**src/rtl/arm_defs_pkg.sv**
```systemverilog
// Shared ARM definitions: ALU command codes, opcode/mode/condition encodings, flag indices,
// and the EX-stage control bundle.
package arm_defs_pkg;

    // EXE_CMD codes consumed by the ALU
    localparam logic [3:0] EXE_NOP = 4'b0000;
    localparam logic [3:0] EXE_MOV = 4'b0001;
    localparam logic [3:0] EXE_ADD = 4'b0010;
    localparam logic [3:0] EXE_ADC = 4'b0011;
    localparam logic [3:0] EXE_SUB = 4'b0100;
    localparam logic [3:0] EXE_SBC = 4'b0101;
    localparam logic [3:0] EXE_AND = 4'b0110;
    localparam logic [3:0] EXE_ORR = 4'b0111;
    localparam logic [3:0] EXE_EOR = 4'b1000;
    localparam logic [3:0] EXE_MVN = 4'b1001;

    // Data-processing opcodes, instr[24:21]
    localparam logic [3:0] OP_AND = 4'b0000;
    localparam logic [3:0] OP_EOR = 4'b0001;
    localparam logic [3:0] OP_SUB = 4'b0010;
    localparam logic [3:0] OP_ADD = 4'b0100;
    localparam logic [3:0] OP_ADC = 4'b0101;
    localparam logic [3:0] OP_SBC = 4'b0110;
    localparam logic [3:0] OP_TST = 4'b1000;
    localparam logic [3:0] OP_CMP = 4'b1010;
    localparam logic [3:0] OP_ORR = 4'b1100;
    localparam logic [3:0] OP_MOV = 4'b1101;
    localparam logic [3:0] OP_MVN = 4'b1111;

    // Instruction class, instr[27:26]
    localparam logic [1:0] MODE_DP  = 2'b00;
    localparam logic [1:0] MODE_MEM = 2'b01;
    localparam logic [1:0] MODE_BR  = 2'b10;

    // Condition codes, instr[31:28]
    localparam logic [3:0] COND_EQ = 4'b0000;
    localparam logic [3:0] COND_NE = 4'b0001;
    localparam logic [3:0] COND_CS = 4'b0010;
    localparam logic [3:0] COND_CC = 4'b0011;
    localparam logic [3:0] COND_MI = 4'b0100;
    localparam logic [3:0] COND_PL = 4'b0101;
    localparam logic [3:0] COND_VS = 4'b0110;
    localparam logic [3:0] COND_VC = 4'b0111;
    localparam logic [3:0] COND_HI = 4'b1000;
    localparam logic [3:0] COND_LS = 4'b1001;
    localparam logic [3:0] COND_GE = 4'b1010;
    localparam logic [3:0] COND_LT = 4'b1011;
    localparam logic [3:0] COND_GT = 4'b1100;
    localparam logic [3:0] COND_LE = 4'b1101;
    localparam logic [3:0] COND_AL = 4'b1110;
    localparam logic [3:0] COND_NV = 4'b1111;

    // Bit positions inside {N,Z,C,V}
    localparam int unsigned FLAG_N = 3;
    localparam int unsigned FLAG_Z = 2;
    localparam int unsigned FLAG_C = 1;
    localparam int unsigned FLAG_V = 0;

    typedef struct packed {
        logic [3:0] cmd;
        logic       valid;
        logic       wb;
        logic       mem_r;
        logic       mem_w;
        logic       b;
        logic       s;
        logic       imm;
    } ex_ctrl_t;

    localparam ex_ctrl_t EX_BUBBLE = '0;

endpackage

```
**src/rtl/cond_check.sv**
```systemverilog
// Combinational ARM condition-field evaluator against {N,Z,C,V}.
module cond_check
    import arm_defs_pkg::*;
(
    input  logic [3:0] cond,
    input  logic [3:0] flags,
    output logic       pass
);

    logic n, z, c, v;

    assign n = flags[FLAG_N];
    assign z = flags[FLAG_Z];
    assign c = flags[FLAG_C];
    assign v = flags[FLAG_V];

    // Map each condition code to its flag predicate
    always_comb begin
        pass = 1'b0;
        unique case (cond)
            COND_EQ: pass = z;
            COND_NE: pass = !z;
            COND_CS: pass = c;
            COND_CC: pass = !c;
            COND_MI: pass = n;
            COND_PL: pass = !n;
            COND_VS: pass = v;
            COND_VC: pass = !v;
            COND_HI: pass = c && !z;
            COND_LS: pass = !c || z;
            COND_GE: pass = (n == v);
            COND_LT: pass = (n != v);
            COND_GT: pass = !z && (n == v);
            COND_LE: pass = z || (n != v);
            COND_AL: pass = 1'b1;
            COND_NV: pass = 1'b0;
        endcase
    end

endmodule

```
**src/rtl/ex_ctrl_stage.sv**
```systemverilog
// ID->EX control stage: decodes the instruction into the ALU command bundle, applies the
// condition field (with flag bypass from the ALU) and owns the CPSR NZCV register.
module ex_ctrl_stage
    import arm_defs_pkg::*;
#(
    parameter logic [3:0] RESET_STATUS = 4'b0000
) (
    input  logic        clk,
    input  logic        rst,
    input  logic        freeze,
    input  logic        flush,
    input  logic        instr_valid,
    input  logic [31:0] instr_in,
    input  logic [3:0]  alu_status_in,
    output logic [3:0]  exe_cmd_out,
    output logic        valid_out,
    output logic        wb_en_out,
    output logic        mem_r_en_out,
    output logic        mem_w_en_out,
    output logic        b_out,
    output logic        s_out,
    output logic        imm_out,
    output logic        carry_out,
    output logic [3:0]  status_out
);

    ex_ctrl_t   ex_q, ex_d, dec;
    logic [3:0] cpsr_q, cpsr_d;
    logic [3:0] eff_flags;
    logic       cond_pass;
    logic [1:0] mode;
    logic [3:0] opcode;
    logic       unused_instr;

    assign mode         = instr_in[27:26];
    assign opcode       = instr_in[24:21];
    assign unused_instr = ^instr_in[19:0];

    // Flags from an S instruction still in EX are not in the CPSR yet; forward them
    assign eff_flags = (ex_q.valid && ex_q.s) ? alu_status_in : cpsr_q;

    cond_check u_cond_check (
        .cond  (instr_in[31:28]),
        .flags (eff_flags),
        .pass  (cond_pass)
    );

    // Decode the ID-stage instruction into a control bundle
    always_comb begin
        dec       = EX_BUBBLE;
        dec.valid = 1'b1;
        dec.imm   = instr_in[25];
        unique case (mode)
            MODE_DP: begin
                dec.s = instr_in[20];
                case (opcode)
                    OP_MOV: begin dec.cmd = EXE_MOV; dec.wb = 1'b1; end
                    OP_MVN: begin dec.cmd = EXE_MVN; dec.wb = 1'b1; end
                    OP_ADD: begin dec.cmd = EXE_ADD; dec.wb = 1'b1; end
                    OP_ADC: begin dec.cmd = EXE_ADC; dec.wb = 1'b1; end
                    OP_SUB: begin dec.cmd = EXE_SUB; dec.wb = 1'b1; end
                    OP_SBC: begin dec.cmd = EXE_SBC; dec.wb = 1'b1; end
                    OP_AND: begin dec.cmd = EXE_AND; dec.wb = 1'b1; end
                    OP_ORR: begin dec.cmd = EXE_ORR; dec.wb = 1'b1; end
                    OP_EOR: begin dec.cmd = EXE_EOR; dec.wb = 1'b1; end
                    // Compare/test only exist to set flags
                    OP_CMP: begin dec.cmd = EXE_SUB; dec.s = 1'b1; end
                    OP_TST: begin dec.cmd = EXE_AND; dec.s = 1'b1; end
                    default: dec.cmd = EXE_NOP;
                endcase
            end
            MODE_MEM: begin
                dec.cmd = EXE_ADD;
                if (instr_in[20]) begin
                    dec.mem_r = 1'b1;
                    dec.wb    = 1'b1;
                end else begin
                    dec.mem_w = 1'b1;
                end
            end
            MODE_BR: dec.b = 1'b1;
            default: dec.cmd = EXE_NOP;
        endcase
    end

    // Next-state for the EX register and CPSR
    always_comb begin
        if (flush) begin
            ex_d = EX_BUBBLE;
        end else if (freeze) begin
            ex_d = ex_q;
        end else if (instr_valid && cond_pass) begin
            ex_d = dec;
        end else begin
            ex_d = EX_BUBBLE;
        end
        // The EX instruction retires even when flushed behind it, so flush does not gate this
        cpsr_d = (!freeze && ex_q.valid && ex_q.s) ? alu_status_in : cpsr_q;
    end

    // EX pipeline register and CPSR with synchronous reset
    always_ff @(posedge clk) begin
        if (rst) begin
            ex_q   <= EX_BUBBLE;
            cpsr_q <= RESET_STATUS;
        end else begin
            ex_q   <= ex_d;
            cpsr_q <= cpsr_d;
        end
    end

    assign exe_cmd_out  = ex_q.cmd;
    assign valid_out    = ex_q.valid;
    assign wb_en_out    = ex_q.wb;
    assign mem_r_en_out = ex_q.mem_r;
    assign mem_w_en_out = ex_q.mem_w;
    assign b_out        = ex_q.b;
    assign s_out        = ex_q.s;
    assign imm_out      = ex_q.imm;
    assign carry_out    = cpsr_q[FLAG_C];
    assign status_out   = cpsr_q;

endmodule

```
**config.mk**
```make
export PLATFORM = sky130hd
export DESIGN_NAME = ex_ctrl_stage
export DESIGN_NICKNAME = d
export VERILOG_FILES = /design/src/rtl/arm_defs_pkg.sv /design/src/rtl/cond_check.sv /design/src/rtl/ex_ctrl_stage.sv
export SDC_FILE = /design/constraint.sdc
export NUM_CORES = 1
export LEC_CHECK = 0
export BUFFER_PORTS_ARGS = -buffer_cell sky130_fd_sc_hd__buf_2
export CAP_MARGIN = 0
export CORE_AREA = 2 2 55 57
export CTS_BUF_LIST = sky130_fd_sc_hd__clkbuf_16
export CTS_CLUSTER_SIZE = 25
export DETAILED_ROUTE_END_ITERATION = 6
export DIE_AREA = 0 0 57 59
export PLACE_DENSITY = 0.72
export SLEW_MARGIN = 20
export SYNTH_ARGS = -nofsm -noshare
export SYNTH_HDL_FRONTEND = slang
export SYNTH_SLANG_ARGS = --single-unit
```
**constraint.sdc**
```tcl
create_clock -name clk -period 2.8 [get_ports clk]
set_input_delay 0.84 -clock clk [delete_from_list [all_inputs] [get_ports clk]]
set_output_delay 0.84 -clock clk [all_outputs]
set_load 0.01 [all_outputs]
```
**Yosys cells after proc, flatten, opt, wreduce, memory -nomap -nowiden**

Cells that the tools add are included.

- Logic and storage cells: 72
- Output and inout bits: 16
- Bits of input ports: 41
- Register bits: 15

- Reductions and logical operators: 21
- Mux-type cells: 13
- Eq/ne operators: 29

Operators with widths:

| cell | count |
|---|---|
| equality test 4 bit (second input constant) | 13 |
| case mux 4 bit (9 select lines) | 1 |
| equality test 4 x 3 -> 1 bit (second input constant) | 7 |
| case mux 1 bit (16 select lines) | 1 |
| equality test 4 x 2 -> 1 bit (second input constant) | 3 |
| two-way mux 11 bit | 1 |
| OR reduction 9 bit | 1 |
| equality test 4 x 1 -> 1 bit (second input constant) | 2 |
| zero test 4 bit | 2 |
| case mux 4 bit (2 select lines) | 1 |
| OR reduction 2 bit | 4 |
| logical AND 1 bit | 6 |
| zero test 1 bit | 5 |
| two-way mux 1 bit | 5 |
| two-way mux 2 bit | 2 |
| two-way mux 4 bit | 1 |
| equality test 2 x 1 -> 1 bit (second input constant) | 1 |
| equality test 2 bit (second input constant) | 1 |
| zero test 2 bit | 1 |
| logical OR 1 bit | 2 |
| case mux 1 bit (2 select lines) | 1 |
| equality test 1 bit | 1 |
| inequality test 1 bit | 1 |

**Longest topological paths before layout**

- Depth in word-level cells: 7
- Gate-level depth with buffers: 8
- Depth with buffers taken out: 6

**By module**

A second synthesis with hierarchy kept.

- Cells, all modules: 108
- Area, all modules: 902.1 sq um

Modules (own cells, without submodules):

| module | area an instance (sq um) | seq. area each (sq um) | instances | cells each |
|---|---|---|---|---|
| ex_ctrl_stage | 747.0 | 300.3 | 1 | 85 |
| cond_check | 155.1 | 0.0 | 1 | 23 |

**Least setup slack after synthesis**

Ideal clock, no wire load.

- Kind: input-to-reg
- Start: input alu_status_in[3]
- End: register ex_q, in the netlist b_out
- Setup time: 0.064 ns
- Slack: 0.422 ns
- Arrival: 2.314 ns
- Path buffers: 1
- Cell stages on the path: 7
- Required time: 2.736 ns
- Cells stage by stage: xnor2_1 -> mux4_2 -> a2111oi_2 -> a211oi_1 -> a31oi_2 -> buf_6 -> a32o_1

- Longest elaborated chain between the ends: 6
- Elaborated cells on any way between the ends: 9
- Those cells by class: eq/ne (2); mux (3); reduce/logical (4)

Ends and longest elaborated chain:

| item | line | RTL |
|---|---|---|
| start: declaration | ex_ctrl_stage.sv:14 | `input logic [3:0] alu_status_in,` |
| two-way mux 4 bit * | ex_ctrl_stage.sv:40 | `assign eff_flags = (ex_q.valid && ex_q.s) ? alu_status_in : cpsr_q;` |
| inequality test 1 bit or equality test 1 bit (tied branches) | -- |  |
| logical OR 1 bit or logical AND 1 bit (tied branches) | cond_check.sv:34, cond_check.sv:33 |  |
| case mux 1 bit (16 select lines) * | cond_check.sv:20 | `unique case (cond)` |
| logical AND 1 bit * | ex_ctrl_stage.sv:92 | `end else if (instr_valid && cond_pass) begin` |
| two-way mux 11 bit * | ex_ctrl_stage.sv:92 |  |
| end signal: assignment | ex_ctrl_stage.sv:104 | `ex_q <= EX_BUBBLE;` |
| end signal: assignment | ex_ctrl_stage.sv:107 | `ex_q <= ex_d;` |
| end: declaration | ex_ctrl_stage.sv:27 | `ex_ctrl_t ex_q, ex_d, dec;` |

Every way passes the cells marked *; elsewhere a longest branch is shown, timed or not.
A chain may end at the register's enable or synchronous reset.

**Final worst setup path**

- Start: input alu_status_in[0]
- End: register ex_q, in the netlist mem_r_en_out

Same word-level chain as after synthesis.

==> flow_summary_export.csv <==
group,metric,value,unit
timing,slew_viol_final,0,
detailed_routing,drt-initial-drc-count,53,
hold_path,hp-start,"exe_cmd_out[1]$_SDFFE_PP0N_",
worst_setup_path,worstPathMaxFanout,11,
timing,period_minus_slack,2400,ps
yosys,synth_cell_types,36,
worst_setup_path,path_class,"in2reg",
final_layout,drive_above_1_share,34.8,%
die,fp.coreArea,2710,µm²
worst_setup_path,cpPeakStageDelay,480,ps
timing,finalCritPeriodShare,85.9,%
placed_design,dp_hpwl,1.77,mm
die,start_util,33.7,%
global_route,grt_usage,14.3,%
detailed_routing,wl,2.30,mm
yosys,synth_top_cell_by_area,"dfxtp_1",
hold_path,min_path_cells,1,
pwr,p_leak,0.569,nW
detailed_routing,wl_per_cell,13.6,µm
yosys,synthesis.nets,141,
yosys,synthCells,100,
worst_setup_path,r2r_start,"s_out$_SDFFE_PP0N_",
final_layout,antennaDiodeCount,0,
clock_network,clock-sinks,15,
die,die_h,59,µm
clock_network,clock_latency,240,ps
timing,clock.fmax,0.416,GHz
run_status,status,"finished clean",
job,cap_viol_max_count,0,
clock_network,numCtsBuffers,3,
clock_network,cts_resized,0,
detailed_routing,ant_nets,0,
die,die-area,3360,µm²
final_layout,multiInputGateArea,567,µm²
yosys,syn_avg_cell_area,9.12,µm²
yosys,ys_top_cells_by_area,"dfxtp_1 33%, mux2i_1 7.7%, a32o_1 5.5%",
final_layout,ff_latch_area,300,µm²
hold_path,holdPathEnd,"exe_cmd_out[1]$_SDFFE_PP0N_",
global_route,grt_pass1_vias,850,
detailed_routing,dr_total_vias,934,
final_layout,post-route-util,44.4,%
yosys,synthArstFlopShare,0,%
pwr,p_per_area,464,nW/µm²
clock_network,hold_buffers,0,
timing,tightest_slew,660,ps
die,dieWidth,57,µm
detailed_routing,vias_per_cell,5.53,
yosys,ys_ff_latch,15,
clock_network,ctsHtreeMaxLevel,1,
worst_setup_path,cp-end-kind,"flip-flop",
clock_network,cts_buffer_depth,2,
yosys,synth_top_area_share,32.9,%
yosys,ys_warn_count,0,
worst_setup_path,worst_r2r_endpoint,"imm_out$_SDFFE_PP0N_",
hold_path,hold_path.class,"reg2reg",
yosys,synthFlopType,"dfxtp_1",
global_route,grt_max_degree,12,
detailed_routing,drc_errors,0,
placed_design,place_congestion,0.805,
die,num_io_pins,57,
pwr,max-vdd-ir-drop,319,µV
detailed_routing,drt_first_pass_iters,4,
placed_design,place.port_buffers,36,
worst_setup_path,reg2reg_slack,510,ps
global_route,grt_pass1_wl,3.66,mm
final_layout,finalNetCount,180,
yosys,seq_area_frac_synth,32.9,%
timing,hold_violations,0,
final_layout,syn_to_final_growth,31.8,%
timing,rsz0062_at_grt,"no",
timing,holdWs,463,ps
worst_setup_path,arrival,2580,ps
global_route,grt-ovfl-total,0,
worst_setup_path,crit_slowest_cell,"mux4_2",
worst_setup_path,reg2regPathDepth,7,
worst_setup_path,cp_cell_sequence,"buf_2 > xnor2_1 > mux4_2 > a2111oi_2 > a211oi_1 > a31oi_2 > buf_4 > a32o_1",
timing,tns,0,ps
final_layout,fillerInstances,278,
clock_network,cts_tree,"yes",
worst_setup_path,path_buf_inv,2,
global_route,antenna_found_initial,0,
timing,fin_worst_skew,1.54,ps
timing,setup_viol,0,
clock_network,clk_pin_slew_worst_paths,50,ps
worst_setup_path,worstSetupStartpointType,"primary input",
worst_setup_path,critPathRequiredTime,2980,ps
clock_network,cts_setup_buffers,0,
clock_network,cts_root_buffer,"clkbuf_16",
yosys,synth_edf_count,0,
yosys,netlist_area,912,µm²
die,std_cell_rows,19,
worst_setup_path,crit_family,"compound AO/OA/AOI/OAI gates",
timing,relSlewSlack,55.8,%
-- worst max path at each step --
stage                           startpoint                         to  slack (ps)  cells past startpoint
after floorplan           alu_status_in[3]         b_out$_SDFFE_PP0N_         420                      7
after global placement    alu_status_in[0]       imm_out$_SDFFE_PP0N_         180                      8
after detailed placement  alu_status_in[3]       imm_out$_SDFFE_PP0N_         160                      8
after CTS                 alu_status_in[0]  mem_r_en_out$_SDFFE_PP0N_         390                      8
after global routing      alu_status_in[3]     wb_en_out$_SDFFE_PP0N_         330                      8
final                     alu_status_in[0]  mem_r_en_out$_SDFFE_PP0N_         400                      8
-- metrics by stage --
step                      cells  setup WS [ps]  power, mW  area [µm²]
after floorplan             100            422      0.257         912
after global placement      165            181      0.287        1120
after detailed placement    165            163      0.291        1120
after CTS                   169            389      0.565        1200
after global routing        169            327      0.583        1200
final                       169            395      0.558        1200
-- cells in the mapped netlist, types with 2 or more instances --
library cell / n
dfxtp_1: 15
nor2_1: 12
nand2_1: 9
mux2i_1: 7
inv_1: 6
a32o_1: 5
xnor2_1: 5
a22o_1: 4
o21ai_0: 4
a211oi_1: 3
and2_1: 2
mux4_2: 2
nor3_1: 2
nor3b_1: 2
-- cells by family after synthesis --
family          after synthesis  share of synthesized area (%)
simple gates                 31                           15.6
xor+xnor                      6                           5.76
mux                           9                           12.6
flops                        15                           32.9
buf+inv                      10                           5.49
compound gates               29                           27.6
-- power by group --
group / switching, mW / internal (mW)
Clock: 0.0811 / 0.189
Sequential: 0.000741 / 0.215
Combinational: 0.0413 / 0.0306
Total: 0.123 / 0.434
-- per-layer routing --
| layer | up-vias | wire, µm | track usage, % |
|---|---|---|---|
| met3 | 0 | 178 | 3.93 |
| met2 | 40 | 1100 | 25.6 |
| li1 | 454 | - | - |
| met5 | - | 0 | 0 |
| met4 | 0 | 0 | 4.65 |
| met1 | 440 | 1020 | 16.5 |
-- registers in the layout, summed over array words and instances (netlist names) --
register      cells
exe_cmd_out       4
wb_en_out         1
imm_out           1
mem_w_en_out      1
status_out        4
valid_out         1
b_out             1
s_out             1
mem_r_en_out      1
-- cell usage in the layout (no fill, tap or decap), types with 2 or more instances in the layout --
cell type   n
mux4_2      2
and2_1      2
xnor2_1     5
clkbuf_16   3
a22o_1      4
buf_2      36
nor2_1     12
inv_1       7
mux2i_1     7
nor3b_1     2
a32o_1      5
nand2_1     9
dfxtp_1    15
buf_4       2
a211oi_1    3
o21ai_0     4
-- final cells by class --
class                      count  area share, %
tap                           31           3.23
timing repair buffer          38           16.2
clock inverter                 1          0.312
sequential                    15           25.0
inverter                       6           1.87
multi-input combinational     75           47.1
clock buffer                   3           6.24
No activity file was read; power rests on OpenSTA's default activity.
